===== config.mk =====
export PLATFORM = sky130hd
export DESIGN_NAME = lcd_timing_ctrl
export DESIGN_NICKNAME = d
export VERILOG_FILES = /design/src/rtl/lcd_pkg.sv /design/src/rtl/lcd_strobe_gen.sv /design/src/rtl/lcd_timing_ctrl.sv
export SDC_FILE = /design/constraint.sdc
export NUM_CORES = 1
export LEC_CHECK = 0
export CORE_ASPECT_RATIO = 0.7
export CORE_MARGIN = 5
export CORE_UTILIZATION = 52
export CTS_BUF_LIST = sky130_fd_sc_hd__clkbuf_16
export DETAILED_ROUTE_END_ITERATION = 8
export MAX_ROUTING_LAYER = met4
export PLACE_DENSITY_LB_ADDON = 0.08
export SLEW_MARGIN = 10
export SYNTH_ARGS = -nofsm -noshare
export SYNTH_HDL_FRONTEND = slang
export SYNTH_SLANG_ARGS = --single-unit

===== constraint.sdc =====
create_clock -name clk -period 2.4 [get_ports clk]
set_clock_uncertainty 0.05 [all_clocks]
set_input_delay 0.36 -clock clk [delete_from_list [all_inputs] [get_ports clk]]
set_output_delay 0.36 -clock clk [all_outputs]
set_load 0.01 [all_outputs]

===== src/rtl/lcd_pkg.sv =====
// Shared types and constants for the HD44780-style LCD bus timing controller.
package lcd_pkg;

  localparam int MODE8    = 8;
  localparam int MODE4    = 4;
  localparam int BUSY_BIT = 7;

  typedef enum logic [2:0] {
    IDLE       = 3'd0,
    SETUP      = 3'd1,
    EN_HI      = 3'd2,
    HOLD       = 3'd3,
    POLL_SETUP = 3'd4,
    POLL_EN_HI = 3'd5,
    POLL_HOLD  = 3'd6,
    WAIT_REL   = 3'd7
  } lcd_state_t;

  typedef enum logic [1:0] {
    PH_IDLE = 2'd0,
    PH_AS   = 2'd1,
    PH_PW   = 2'd2,
    PH_H    = 2'd3
  } strobe_phase_t;

  // In 4-bit mode the LCD only listens on DB[7:4].
  function automatic logic [7:0] lane_hi(input logic [3:0] nib);
    return {nib, 4'b0000};
  endfunction

  function automatic int max3(input int a, input int b, input int c);
    int m;
    m = a;
    if (b > m) m = b;
    else m = m;
    if (c > m) m = c;
    else m = m;
    return m;
  endfunction

endpackage


===== src/rtl/lcd_strobe_gen.sv =====
// One LCD bus cycle: T_AS setup, T_PW enable-high, T_H hold. Shared by data transfers and busy polls.
module lcd_strobe_gen
  import lcd_pkg::*;
#(
  parameter int T_AS = 2,
  parameter int T_PW = 12,
  parameter int T_H  = 2
) (
  input  logic clk,
  input  logic rst,
  input  logic start,
  output logic en,
  output logic as_end,
  output logic pw_end,
  output logic done
);

  localparam int PH_W = $clog2(max3(T_AS, T_PW, T_H) + 1);

  strobe_phase_t   phase_q, phase_d;
  logic [PH_W-1:0] cnt_q, cnt_d;
  logic            en_q, en_d;

  assign as_end = (phase_q == PH_AS) && (cnt_q == PH_W'(T_AS - 1));
  assign pw_end = (phase_q == PH_PW) && (cnt_q == PH_W'(T_PW - 1));
  assign done   = (phase_q == PH_H)  && (cnt_q == PH_W'(T_H - 1));
  assign en     = en_q;

  // Phase sequencing; a start in the final hold cycle chains straight into the next setup.
  always_comb begin
    phase_d = phase_q;
    cnt_d   = cnt_q;
    en_d    = en_q;
    if (start) begin
      phase_d = PH_AS;
      cnt_d   = '0;
      en_d    = 1'b0;
    end else begin
      case (phase_q)
        PH_AS: begin
          if (as_end) begin
            phase_d = PH_PW;
            cnt_d   = '0;
            en_d    = 1'b1;
          end else begin
            cnt_d = cnt_q + PH_W'(1);
          end
        end
        PH_PW: begin
          if (pw_end) begin
            phase_d = PH_H;
            cnt_d   = '0;
            en_d    = 1'b0;
          end else begin
            cnt_d = cnt_q + PH_W'(1);
          end
        end
        PH_H: begin
          if (done) begin
            phase_d = PH_IDLE;
            cnt_d   = '0;
          end else begin
            cnt_d = cnt_q + PH_W'(1);
          end
        end
        default: begin
          phase_d = PH_IDLE;
          cnt_d   = '0;
          en_d    = 1'b0;
        end
      endcase
    end
  end

  // Phase registers.
  always_ff @(posedge clk) begin
    if (rst) begin
      phase_q <= PH_IDLE;
      cnt_q   <= '0;
      en_q    <= 1'b0;
    end else begin
      phase_q <= phase_d;
      cnt_q   <= cnt_d;
      en_q    <= en_d;
    end
  end

endmodule


===== src/rtl/lcd_timing_ctrl.sv =====
// Host-strobe to LCD bus bridge: 8/4-bit transfers followed by busy-flag polling with timeout.
module lcd_timing_ctrl
  import lcd_pkg::*;
#(
  parameter int BUS_MODE = MODE8,
  parameter int T_AS     = 2,
  parameter int T_PW     = 12,
  parameter int T_H      = 2,
  parameter int POLL_MAX = 4095
) (
  input  logic       clk,
  input  logic       rst,
  input  logic       nCS,
  input  logic       nWR,
  input  logic       nRD,
  input  logic       i_RS,
  input  logic [7:0] i_data,
  output logic [7:0] o_data,
  output logic       RDY,
  output logic       TIMEOUT,
  output logic       o_RS,
  output logic       RW,
  output logic       EN,
  output logic [7:0] db_o,
  output logic       db_oe,
  input  logic [7:0] db_i
);

  localparam int PC_W = $clog2(POLL_MAX + 1);
  localparam bit IS4  = (BUS_MODE == MODE4);

  lcd_state_t      state_q, state_d;
  logic            rs_q, rs_d, rw_q, rw_d, oe_q, oe_d;
  logic [7:0]      dbo_q, dbo_d, odata_q, odata_d, dat_q, dat_d, rdbuf_q, rdbuf_d;
  logic            rdy_q, rdy_d, to_q, to_d, is_rd_q, is_rd_d;
  logic            nib_q, nib_d, busy_q, busy_d;
  logic [PC_W-1:0] pcnt_q, pcnt_d;
  logic            sg_start, sg_en, sg_as_end, sg_pw_end, sg_done, last_nib;

  lcd_strobe_gen #(.T_AS(T_AS), .T_PW(T_PW), .T_H(T_H)) u_strobe (
    .clk   (clk),
    .rst   (rst),
    .start (sg_start),
    .en    (sg_en),
    .as_end(sg_as_end),
    .pw_end(sg_pw_end),
    .done  (sg_done)
  );

  assign last_nib = !IS4 || nib_q;

  // Next-state and next-output logic.
  always_comb begin
    state_d  = state_q;
    rs_d     = rs_q;
    rw_d     = rw_q;
    oe_d     = oe_q;
    dbo_d    = dbo_q;
    odata_d  = odata_q;
    rdy_d    = rdy_q;
    to_d     = to_q;
    dat_d    = dat_q;
    is_rd_d  = is_rd_q;
    nib_d    = nib_q;
    busy_d   = busy_q;
    rdbuf_d  = rdbuf_q;
    pcnt_d   = pcnt_q;
    sg_start = 1'b0;
    case (state_q)
      IDLE: begin
        if (!nCS && (nWR != nRD)) begin
          state_d  = SETUP;
          sg_start = 1'b1;
          rdy_d    = 1'b0;
          to_d     = 1'b0;
          rs_d     = i_RS;
          is_rd_d  = !nRD;
          rw_d     = !nRD;
          oe_d     = nRD;
          dat_d    = i_data;
          dbo_d    = IS4 ? lane_hi(i_data[7:4]) : i_data;
          nib_d    = 1'b0;
          busy_d   = 1'b0;
          pcnt_d   = '0;
        end else begin
          rdy_d = 1'b1;
        end
      end
      SETUP: begin
        if (sg_as_end) state_d = EN_HI;
        else state_d = SETUP;
      end
      EN_HI: begin
        if (sg_pw_end) begin
          state_d = HOLD;
          if (is_rd_q && !IS4) rdbuf_d = db_i;
          else if (is_rd_q && !nib_q) rdbuf_d[7:4] = db_i[7:4];
          else if (is_rd_q) rdbuf_d[3:0] = db_i[7:4];
          else rdbuf_d = rdbuf_q;
        end else begin
          state_d = EN_HI;
        end
      end
      HOLD: begin
        if (sg_done && !last_nib) begin
          state_d  = SETUP;
          sg_start = 1'b1;
          nib_d    = 1'b1;
          dbo_d    = lane_hi(dat_q[3:0]);
        end else if (sg_done) begin
          nib_d   = 1'b0;
          odata_d = is_rd_q ? rdbuf_q : odata_q;
          rs_d    = 1'b0;
          rw_d    = 1'b1;
          oe_d    = 1'b0;
          // Instruction reads return the busy flag themselves, so no poll follows.
          if (is_rd_q && !rs_q) begin
            state_d = WAIT_REL;
            rdy_d   = 1'b1;
          end else begin
            state_d  = POLL_SETUP;
            sg_start = 1'b1;
          end
        end else begin
          state_d = HOLD;
        end
      end
      POLL_SETUP: begin
        if (sg_as_end) state_d = POLL_EN_HI;
        else state_d = POLL_SETUP;
      end
      POLL_EN_HI: begin
        if (sg_pw_end) state_d = POLL_HOLD;
        else state_d = POLL_EN_HI;
        if (sg_pw_end && !nib_q) busy_d = db_i[BUSY_BIT];
        else busy_d = busy_q;
      end
      POLL_HOLD: begin
        if (sg_done && !last_nib) begin
          state_d  = POLL_SETUP;
          sg_start = 1'b1;
          nib_d    = 1'b1;
        end else if (sg_done) begin
          nib_d = 1'b0;
          if (!busy_q) begin
            state_d = WAIT_REL;
            rdy_d   = 1'b1;
          end else if (pcnt_q < PC_W'(POLL_MAX)) begin
            state_d  = POLL_SETUP;
            sg_start = 1'b1;
            pcnt_d   = pcnt_q + PC_W'(1);
          end else begin
            state_d = WAIT_REL;
            rdy_d   = 1'b1;
            to_d    = 1'b1;
          end
        end else begin
          state_d = POLL_HOLD;
        end
      end
      WAIT_REL: begin
        if (nCS) state_d = IDLE;
        else state_d = WAIT_REL;
      end
      default: begin
        state_d = IDLE;
        rdy_d   = 1'b1;
        rw_d    = 1'b1;
        oe_d    = 1'b0;
      end
    endcase
  end

  // State and registered outputs.
  always_ff @(posedge clk) begin
    if (rst) begin
      state_q <= IDLE;
      rs_q    <= 1'b0;
      rw_q    <= 1'b1;
      oe_q    <= 1'b0;
      dbo_q   <= 8'h00;
      odata_q <= 8'h00;
      rdy_q   <= 1'b1;
      to_q    <= 1'b0;
      dat_q   <= 8'h00;
      is_rd_q <= 1'b0;
      nib_q   <= 1'b0;
      busy_q  <= 1'b0;
      rdbuf_q <= 8'h00;
      pcnt_q  <= '0;
    end else begin
      state_q <= state_d;
      rs_q    <= rs_d;
      rw_q    <= rw_d;
      oe_q    <= oe_d;
      dbo_q   <= dbo_d;
      odata_q <= odata_d;
      rdy_q   <= rdy_d;
      to_q    <= to_d;
      dat_q   <= dat_d;
      is_rd_q <= is_rd_d;
      nib_q   <= nib_d;
      busy_q  <= busy_d;
      rdbuf_q <= rdbuf_d;
      pcnt_q  <= pcnt_d;
    end
  end

  assign o_data  = odata_q;
  assign RDY     = rdy_q;
  assign TIMEOUT = to_q;
  assign o_RS    = rs_q;
  assign RW      = rw_q;
  assign EN      = sg_en;
  assign db_o    = dbo_q;
  assign db_oe   = oe_q;

endmodule


==> load_flow_metrics.sql, run 1 <==
INSERT INTO impl_metrics (metric_group, metric, value, unit) VALUES
('layout', 'register_area', '1060', 'um^2'),
('yosys', 'yosysWarningCount', '0', ''),
('routing', 'detail_route.vias_per_cell', '5.60', ''),
('global_route', 'groute.usage.overall', '19.6', '%'),
('floorplanning', 'fp.dieArea', '6170', 'um^2'),
('timing', 'max_clock_freq', '0.474', 'GHz'),
('layout', 'multi_input_area', '1290', 'um^2'),
('global_route', 'grt_first_pass_wirelength', '9430', 'um'),
('place', 'buffer_ports.inserted', '43', ''),
('yosys', 'syn_nets', '319', ''),
('place', 'detailedPlace.worstSlack', '54.2', 'ps'),
('clocking', 'cts.repair_timing.setup_buffer_count', '0', ''),
('clocking', 'clock-sinks', '53', ''),
('layout', 'leading_cell_types_in_the_layout_fill_and_taps_excluded', '53 x dfxtp_1, 43 x clkdlybuf4s50_1, 37 x nand2_1', ''),
('timing', 'final_count_of_negative_setup_slack_endpoints', '0', ''),
('timing', 'timing.final.max_slew_violations', '0', ''),
('timing', 'final_worst_path_cycle_share', '87.8', '%'),
('yosys', 'dominantRegCellSynth', 'dfxtp_1', ''),
('global_route', 'grt_pass1_vias', '2021', ''),
('place', 'hpwl_detailed', '4120', 'um'),
('yosys', 'synth-seq-cells', '53', ''),
('critical_path', 'classification_of_the_worst_setup_path', 'reg2reg', ''),
('min_path', 'timing.hold.worst.class', 'reg2reg', ''),
('critical_path', 'critPathLaunchType', 'flip-flop', ''),
('global_route', 'globalRoute.totalOverflow', '0', ''),
('floorplanning', 'design.core.area', '4430', 'um^2'),
('routing', 'drt-wirelength-per-cell', '14.2', 'um'),
('layout', 'num-nets-final', '367', ''),
('timing', 'final_period_demand_of_the_worst_path', '2110', 'ps'),
('routing', 'drt-pass1-iter-count', '4', ''),
('critical_path', 'critical_path_sink_type', 'flip-flop', ''),
('clocking', 'tritoncts_clock_tree', 'built', ''),
('routing', 'drc_violations', '0', ''),
('yosys', 'syn-cell-area', '2430', 'um^2'),
('clocking', 'clock_tree.buffer_depth', '2', ''),
('floorplanning', 'io-pin-count', '44', ''),
('yosys', 'seq_area_frac_synth', '43.6', '%'),
('power', 'p_leak', '1.13', 'nW'),
('run', 'drv.max_cap_violation_count', '0', ''),
('place', 'postPlaceCellArea', '2970', 'um^2'),
('floorplanning', 'rows', '20', ''),
('layout', 'final_cell_count_no_fill', '394', ''),
('yosys', 'post_synth_num_cell_types', '43', ''),
('layout', 'final_cell_area_excluding_filler_cells', '3110', 'um^2'),
('floorplanning', 'starting_density_of_the_core', '55.0', '%'),
('clocking', 'post_cts_hold_buffer_count', '0', ''),
('layout', 'final_common_cell', 'dfxtp_1', ''),
('clocking', 'insertion_delay', '290', 'ps'),
('timing', 'relSlewSlack', '59.9', '%'),
('clocking', 'cts_repair_resize_count', '0', ''),
('clocking', 'clockRootBuffer', 'clkbuf_16', ''),
('floorplanning', 'die_height', '67.3', 'um'),
('yosys', 'synth-edff-count', '0', ''),
('clocking', 'cts.clk_slew.worst_paths', '70', 'ps'),
('global_route', 'initial_antenna_violation_count', '0', ''),
('yosys', 'async_reset_ff_share', '0', '%'),
('timing', 'post-route-worst-setup-slack', '292', 'ps'),
('layout', 'fraction_of_layout_cells_with_a_size_suffix_above_1', '7.37', '%'),
('timing', 'rsz_0062_raised_after_global_routing', 'no', ''),
('timing', 'report.final.hold_viol_count', '0', ''),
('routing', 'route.antenna.remaining_nets', '0', ''),
('layout', 'layout.core_utilization', '70.3', '%'),
('yosys', 'postSynthAreaPerCell', '8.40', 'um^2'),
('layout', 'diodes', '0', ''),
('place', 'placed_cells_incl_taps', '386', ''),
('status', 'status', 'finished clean', ''),
('critical_path', 'crit_required', '2580', 'ps'),
('power', 'report.power.total', '1.80', 'mW'),
('critical_path', 'cp_max_fo', '6', ''),
('clocking', 'tritoncts.num_buffers', '5', ''),
('routing', 'detailed_route_wire_length', '5590', 'um'),
('timing', 'setup_tns', '0', 'ps'),
('global_route', 'grt_start_max_net_pins', '36', ''),
('clocking', 'cts_htree_levels', '2', ''),
('layout', 'fillerInstances', '368', ''),
('layout', 'synthToLayoutAreaGrowth', '27.9', '%'),
('timing', 'fin_hold_ws', '402', 'ps'),
('routing', 'drt_first_iter_violations', '83', ''),
('timing', 'worst-slew-pin-transition', '597', 'ps'),
('floorplanning', 'chipWidth', '91.8', 'um'),
('place', 'gp_routability_congestion', '0.917', ''),
('routing', 'dr_total_vias', '2207', ''),
('critical_path', 'cp.arrival', '2280', 'ps'),
('power', 'vdd.ir_drop.worst', '329', 'uV'),
('power', 'power_density', '577', 'nW/um^2'),
('yosys', 'postSynthCellCount', '290', '');
-- final timing paths --
kind,from,to,slack (ps),cells after the start
worst min register to register,db_o[6],db_o[6],400,2
worst max-delay path,u_strobe.phase_q[0],pcnt_q[4],290,7
worst max register to register,u_strobe.phase_q[0],pcnt_q[4],290,7
worst min-delay path,db_o[6],db_o[6],400,2
-- cells by family after synthesis --
group,synth area share [%]
and+or+nand+nor,25.4
AOI/OAI and AO/OA,17.5
DFF,43.6
buffers and inverters,3.44
muxes,5.40
adders and majority gates,3.60
xor gates and xnor gates,1.08
-- worst max-delay path, cell delays in order, from the launching register on --
cell and delay, ps:
dfxtp_1 390, ha_1 270, nand4bb_1 220, nand2b_1 220, o211ai_1 210, buf_4 210, or3_1 340, a21oi_1 140
-- cell type report --
class                      instances  share of cell area, %
clock buffer                       5                   4.02
tap                               55                   2.21
clock inverter                     3                  0.563
sequential                        53                   34.1
multi-input combinational        215                   41.4
inverter                           8                  0.965
timing repair buffer              55                   16.7
-- routing by layer --
metal	global-route usage, %	up-vias	part of all wire [%]
met5	-	-	0
met4	3.89	0	0.38
met3	5.01	2	6.8
met2	30.8	59	44
met1	25.8	1013	49
li1	-	1133	-
-- power by group --
group	total, mW	leakage (nW)	switching, mW	internal [mW]
sequential	0.908	0.429	0.0116	0.897
combinational	0.193	0.636	0.0959	0.0967
clock	0.697	0.0696	0.314	0.383
total	1.80	1.13	0.421	1.38
-- sequential cells by signal, summed over array words and instances (netlist names) --
name	flops
rdbuf_q	8
u_strobe.phase_q	2
state_q	3
RDY	1
db_oe	1
is_rd_q	1
u_strobe.en	1
pcnt_q	12
RW	1
db_o	8
o_RS	1
TIMEOUT	1
o_data	8
u_strobe.cnt_q	4
busy_q	1
-- cell usage after synthesis (2+ instances only) --
| library cell | count | area, um^2 |
|---|---|---|
| mux2i_1 | 12 | 120 |
| a21oi_1 | 34 | 170 |
| o31ai_1 | 4 | 30.0 |
| a31oi_1 | 3 | 18.8 |
| ha_1 | 7 | 87.6 |
| nor3_1 | 8 | 40.0 |
| nor2_1 | 27 | 101 |
| nand4_1 | 4 | 25.0 |
| nand2b_1 | 4 | 25.0 |
| a311oi_1 | 2 | 17.5 |
| nand3b_1 | 2 | 15.0 |
| a22oi_1 | 2 | 15.0 |
| dfxtp_1 | 53 | 1060 |
| clkbuf_1 | 12 | 45.0 |
| nand2_1 | 37 | 139 |
| and2_1 | 4 | 25.0 |
| xnor2_1 | 2 | 17.5 |
| inv_1 | 8 | 30.0 |
| or3_1 | 7 | 43.8 |
| or4_1 | 4 | 30.0 |
| and4_1 | 3 | 26.3 |
| o21ai_0 | 13 | 65.1 |
| nor2b_1 | 2 | 12.5 |
| nand3_1 | 16 | 80.1 |
| a21o_1 | 2 | 15.0 |
Note: power is estimated with default switching activity, not from simulation.
==> run 2, diff against run 1 <==
--- a/config.mk
+++ b/config.mk
@@ -10,6 +10,7 @@
 export CORE_UTILIZATION = 52
 export CTS_BUF_LIST = sky130_fd_sc_hd__clkbuf_16
 export DETAILED_ROUTE_END_ITERATION = 8
+export GPL_ROUTABILITY_DRIVEN = 0
 export MAX_ROUTING_LAYER = met4
 export PLACE_DENSITY_LB_ADDON = 0.08
 export SLEW_MARGIN = 10
==> results of run 2 <==
The final DEF is identical to that of run 1; final timing and power are the same.
==> run 3, diff against run 2 <==
--- a/config.mk
+++ b/config.mk
@@ -7,12 +7,14 @@
 export LEC_CHECK = 0
 export CORE_ASPECT_RATIO = 0.7
 export CORE_MARGIN = 5
-export CORE_UTILIZATION = 52
+export CORE_UTILIZATION = 62
 export CTS_BUF_LIST = sky130_fd_sc_hd__clkbuf_16
+export CTS_CLUSTER_DIAMETER = 40
 export DETAILED_ROUTE_END_ITERATION = 8
+export DONT_BUFFER_PORTS = 1
 export GPL_ROUTABILITY_DRIVEN = 0
 export MAX_ROUTING_LAYER = met4
-export PLACE_DENSITY_LB_ADDON = 0.08
+export PLACE_DENSITY_LB_ADDON = 0.2
 export SLEW_MARGIN = 10
 export SYNTH_ARGS = -nofsm -noshare
 export SYNTH_HDL_FRONTEND = slang
==> load_flow_metrics.sql, run 3 (synthesis gave the netlist of run 1 again) <==
INSERT INTO impl_metrics (metric_group, metric, value, unit) VALUES
('timing', 'timing.final.max_slew_violations', '0', ''),
('timing', 'rsz_0062_raised_after_global_routing', 'no', ''),
('clocking', 'cts_repair_resize_count', '0', ''),
('critical_path', 'critical_path.top_delay_family', 'simple AND/OR/NAND/NOR gates', ''),
('critical_path', 'timing.critical_path.buf_inv', '0', ''),
('power', 'power_density', '724', 'nW/um^2'),
('clocking', 'tritoncts_clock_tree', 'built', ''),
('floorplanning', 'rows', '19', ''),
('power', 'cellInternalPower', '1.54', 'mW'),
('critical_path', 'cp.arrival', '2410', 'ps'),
('critical_path', 'crit_required', '2570', 'ps'),
('status', 'status', 'finished clean', ''),
('min_path', 'timing.hold.worst.class', 'in2reg', ''),
('layout', 'final_common_cell', 'dfxtp_1', ''),
('critical_path', 'crit_path_max_incr_delay', '500', 'ps'),
('floorplanning', 'chipWidth', '84.9', 'um'),
('layout', 'max_flop_register', 'pcnt_q', ''),
('run', 'drv.max_cap_violation_count', '0', ''),
('timing', 'final_count_of_negative_setup_slack_endpoints', '0', ''),
('global_route', 'globalRoute.totalOverflow', '0', ''),
('critical_path', 'path_cells', 'ha_1, nand4bb_1, nand2b_1, o211ai_1, or4_1, a21oi_1', ''),
('power', 'share_clk_of_total_power', '47.5', '%'),
('routing', 'drc_violations', '0', ''),
('timing', 'max_clock_freq', '0.447', 'GHz'),
('layout', 'largest_register_ff_count', '12', ''),
('clocking', 'cts_htree_levels', '2', ''),
('routing', 'drt-wirelength-per-cell', '15.9', 'um'),
('layout', 'leading_cell_types_in_the_layout_fill_and_taps_excluded', '53 x dfxtp_1, 37 x nand2_1, 34 x a21oi_1', ''),
('global_route', 'groute.usage.overall', '21.8', '%'),
('power', 'power.share.sequential', '47.1', '%'),
('floorplanning', 'io-pin-count', '44', ''),
('routing', 'drt-pass1-iter-count', '4', ''),
('layout', 'synthToLayoutAreaGrowth', '10.6', '%'),
('place', 'buffer_ports.inserted', '0', ''),
('routing', 'detailed_route_wire_length', '5450', 'um'),
('power', 'report.power.total', '1.95', 'mW'),
('timing', 'worst-slew-pin-transition', '770', 'ps'),
('floorplanning', 'design.core.area', '3850', 'um^2'),
('clocking', 'clock-sinks', '53', ''),
('clocking', 'insertion_delay', '290', 'ps'),
('floorplanning', 'starting_density_of_the_core', '63.2', '%'),
('clocking', 'cts.repair_timing.setup_buffer_count', '0', ''),
('power', 'p_sw_share', '21.1', '%'),
('global_route', 'grt_first_pass_wirelength', '9200', 'um'),
('clocking', 'post_cts_hold_buffer_count', '0', ''),
('critical_path', 'classification_of_the_worst_setup_path', 'reg2reg', ''),
('layout', 'num-nets-final', '319', ''),
('power', 'power.net_switching', '0.412', 'mW'),
('global_route', 'grt_pass1_vias', '1949', ''),
('clocking', 'tritoncts.num_buffers', '5', ''),
('critical_path', 'cp_max_fo', '12', ''),
('routing', 'drt_first_iter_violations', '190', ''),
('layout', 'fraction_of_layout_cells_with_a_size_suffix_above_1', '6.87', '%'),
('critical_path', 'crit_slowest_cell', 'or4_1', ''),
('layout', 'final_cell_area_excluding_filler_cells', '2690', 'um^2'),
('floorplanning', 'die_height', '62.4', 'um'),
('clocking', 'clockRootBuffer', 'clkbuf_16', ''),
('critical_path', 'critical_path_sink_type', 'flip-flop', ''),
('timing', 'report.final.hold_viol_count', '0', ''),
('routing', 'dr_total_vias', '2109', ''),
('clocking', 'cts.clk_slew.worst_paths', '70', 'ps'),
('floorplanning', 'fp.dieArea', '5300', 'um^2'),
('timing', 'setup_tns', '0', 'ps'),
('power', 'p_leak', '0.977', 'nW'),
('clocking', 'clock_tree.buffer_depth', '2', ''),
('timing', 'final_period_demand_of_the_worst_path', '2240', 'ps'),
('global_route', 'grt_start_max_net_pins', '37', ''),
('layout', 'diodes', '0', ''),
('critical_path', 'critPathLaunchType', 'flip-flop', ''),
('routing', 'route.antenna.remaining_nets', '0', ''),
('timing', 'final_worst_path_cycle_share', '93.1', '%'),
('power', 'vdd.ir_drop.worst', '453', 'uV'),
('power', 'comb_power_share', '5.4', '%'),
('routing', 'detail_route.vias_per_cell', '6.15', ''),
('global_route', 'initial_antenna_violation_count', '0', ''),
('timing', 'relSlewSlack', '48.5', '%'),
('place', 'postPlaceCellArea', '2500', 'um^2'),
('place', 'hpwl_detailed', '3740', 'um');
[run 3: changes by cell type in the layout (fill, tap and decap cells not counted)]
cell	change
clkinvlp_4	-1
clkdlybuf4s50_1	-43
inv_6	+1
buf_4	-5
bufinv_16	+2
clkinv_2	-2
[run 3: worst paths after layout]
| check | start | cells past startpoint | slack [ps] | end |
|---|---|---|---|---|
| max | u_strobe.phase_q[0] | 6 | 160 | pcnt_q[10] |
| min reg2reg | rdbuf_q[5] | 2 | 410 | o_data[5] |
| max reg2reg | u_strobe.phase_q[0] | 6 | 160 | pcnt_q[10] |
| min | rst | 1 | 80 | db_o[5] |
[run 3: power by group through the flow]
stage / Combinational [mW] / Sequential, mW / Clock [mW]
6_report: 0.105 / 0.918 / 0.927
5_1_grt: 0.118 / 0.921 / 0.978
4_1_cts: 0.104 / 0.919 / 0.933
3_5_place_dp: 0.101 / 0.939 / 0
3_3_place_gp: 0.0991 / 0.939 / 0
2_1_floorplan: 0.0893 / 0.933 / 0
[run 3: stage by stage]
stage / hold slack (ps) / setup WS, ps / util, % / cells
floorplan: 383 / 469 / - / 290
global placement: 383 / 316 / 64.9 / 335
detailed placement: 387 / 217 / 64.9 / 335
CTS: 79.9 / 176 / 69.9 / 343
global route: 67.1 / 8.45 / 69.9 / 343
finish: 78.8 / 165 / 69.9 / 343
[run 3: layer usage]
layer / GRT usage [%] / vias to the layer above / share of wire, %
met1: 27.3 / 1007 / 43
met2: 33.1 / 62 / 46
met3: 8.96 / 5 / 9.4
met4: 4.74 / 0 / 0.94
li1: - / 1035 / -
met5: - / - / 0
[run 3: worst register-to-register path: cells and delay by family (launching register included)]
family	cells	cell delay, ps
AO/OA/AOI/OAI	2	500
adder cells (fa/ha/maj)	1	270
flip-flops	1	380
AND/OR/NAND/NOR	3	960
[run 3: cell type report]
class                      count  area [um^2]
clock buffer                   5          125
clock inverter                 3         68.8
fill                         344         1160
inverter                       8         30.0
multi-input combinational    215         1290
sequential                    53         1060
tap                           52         65.1
timing repair buffer           7         52.6
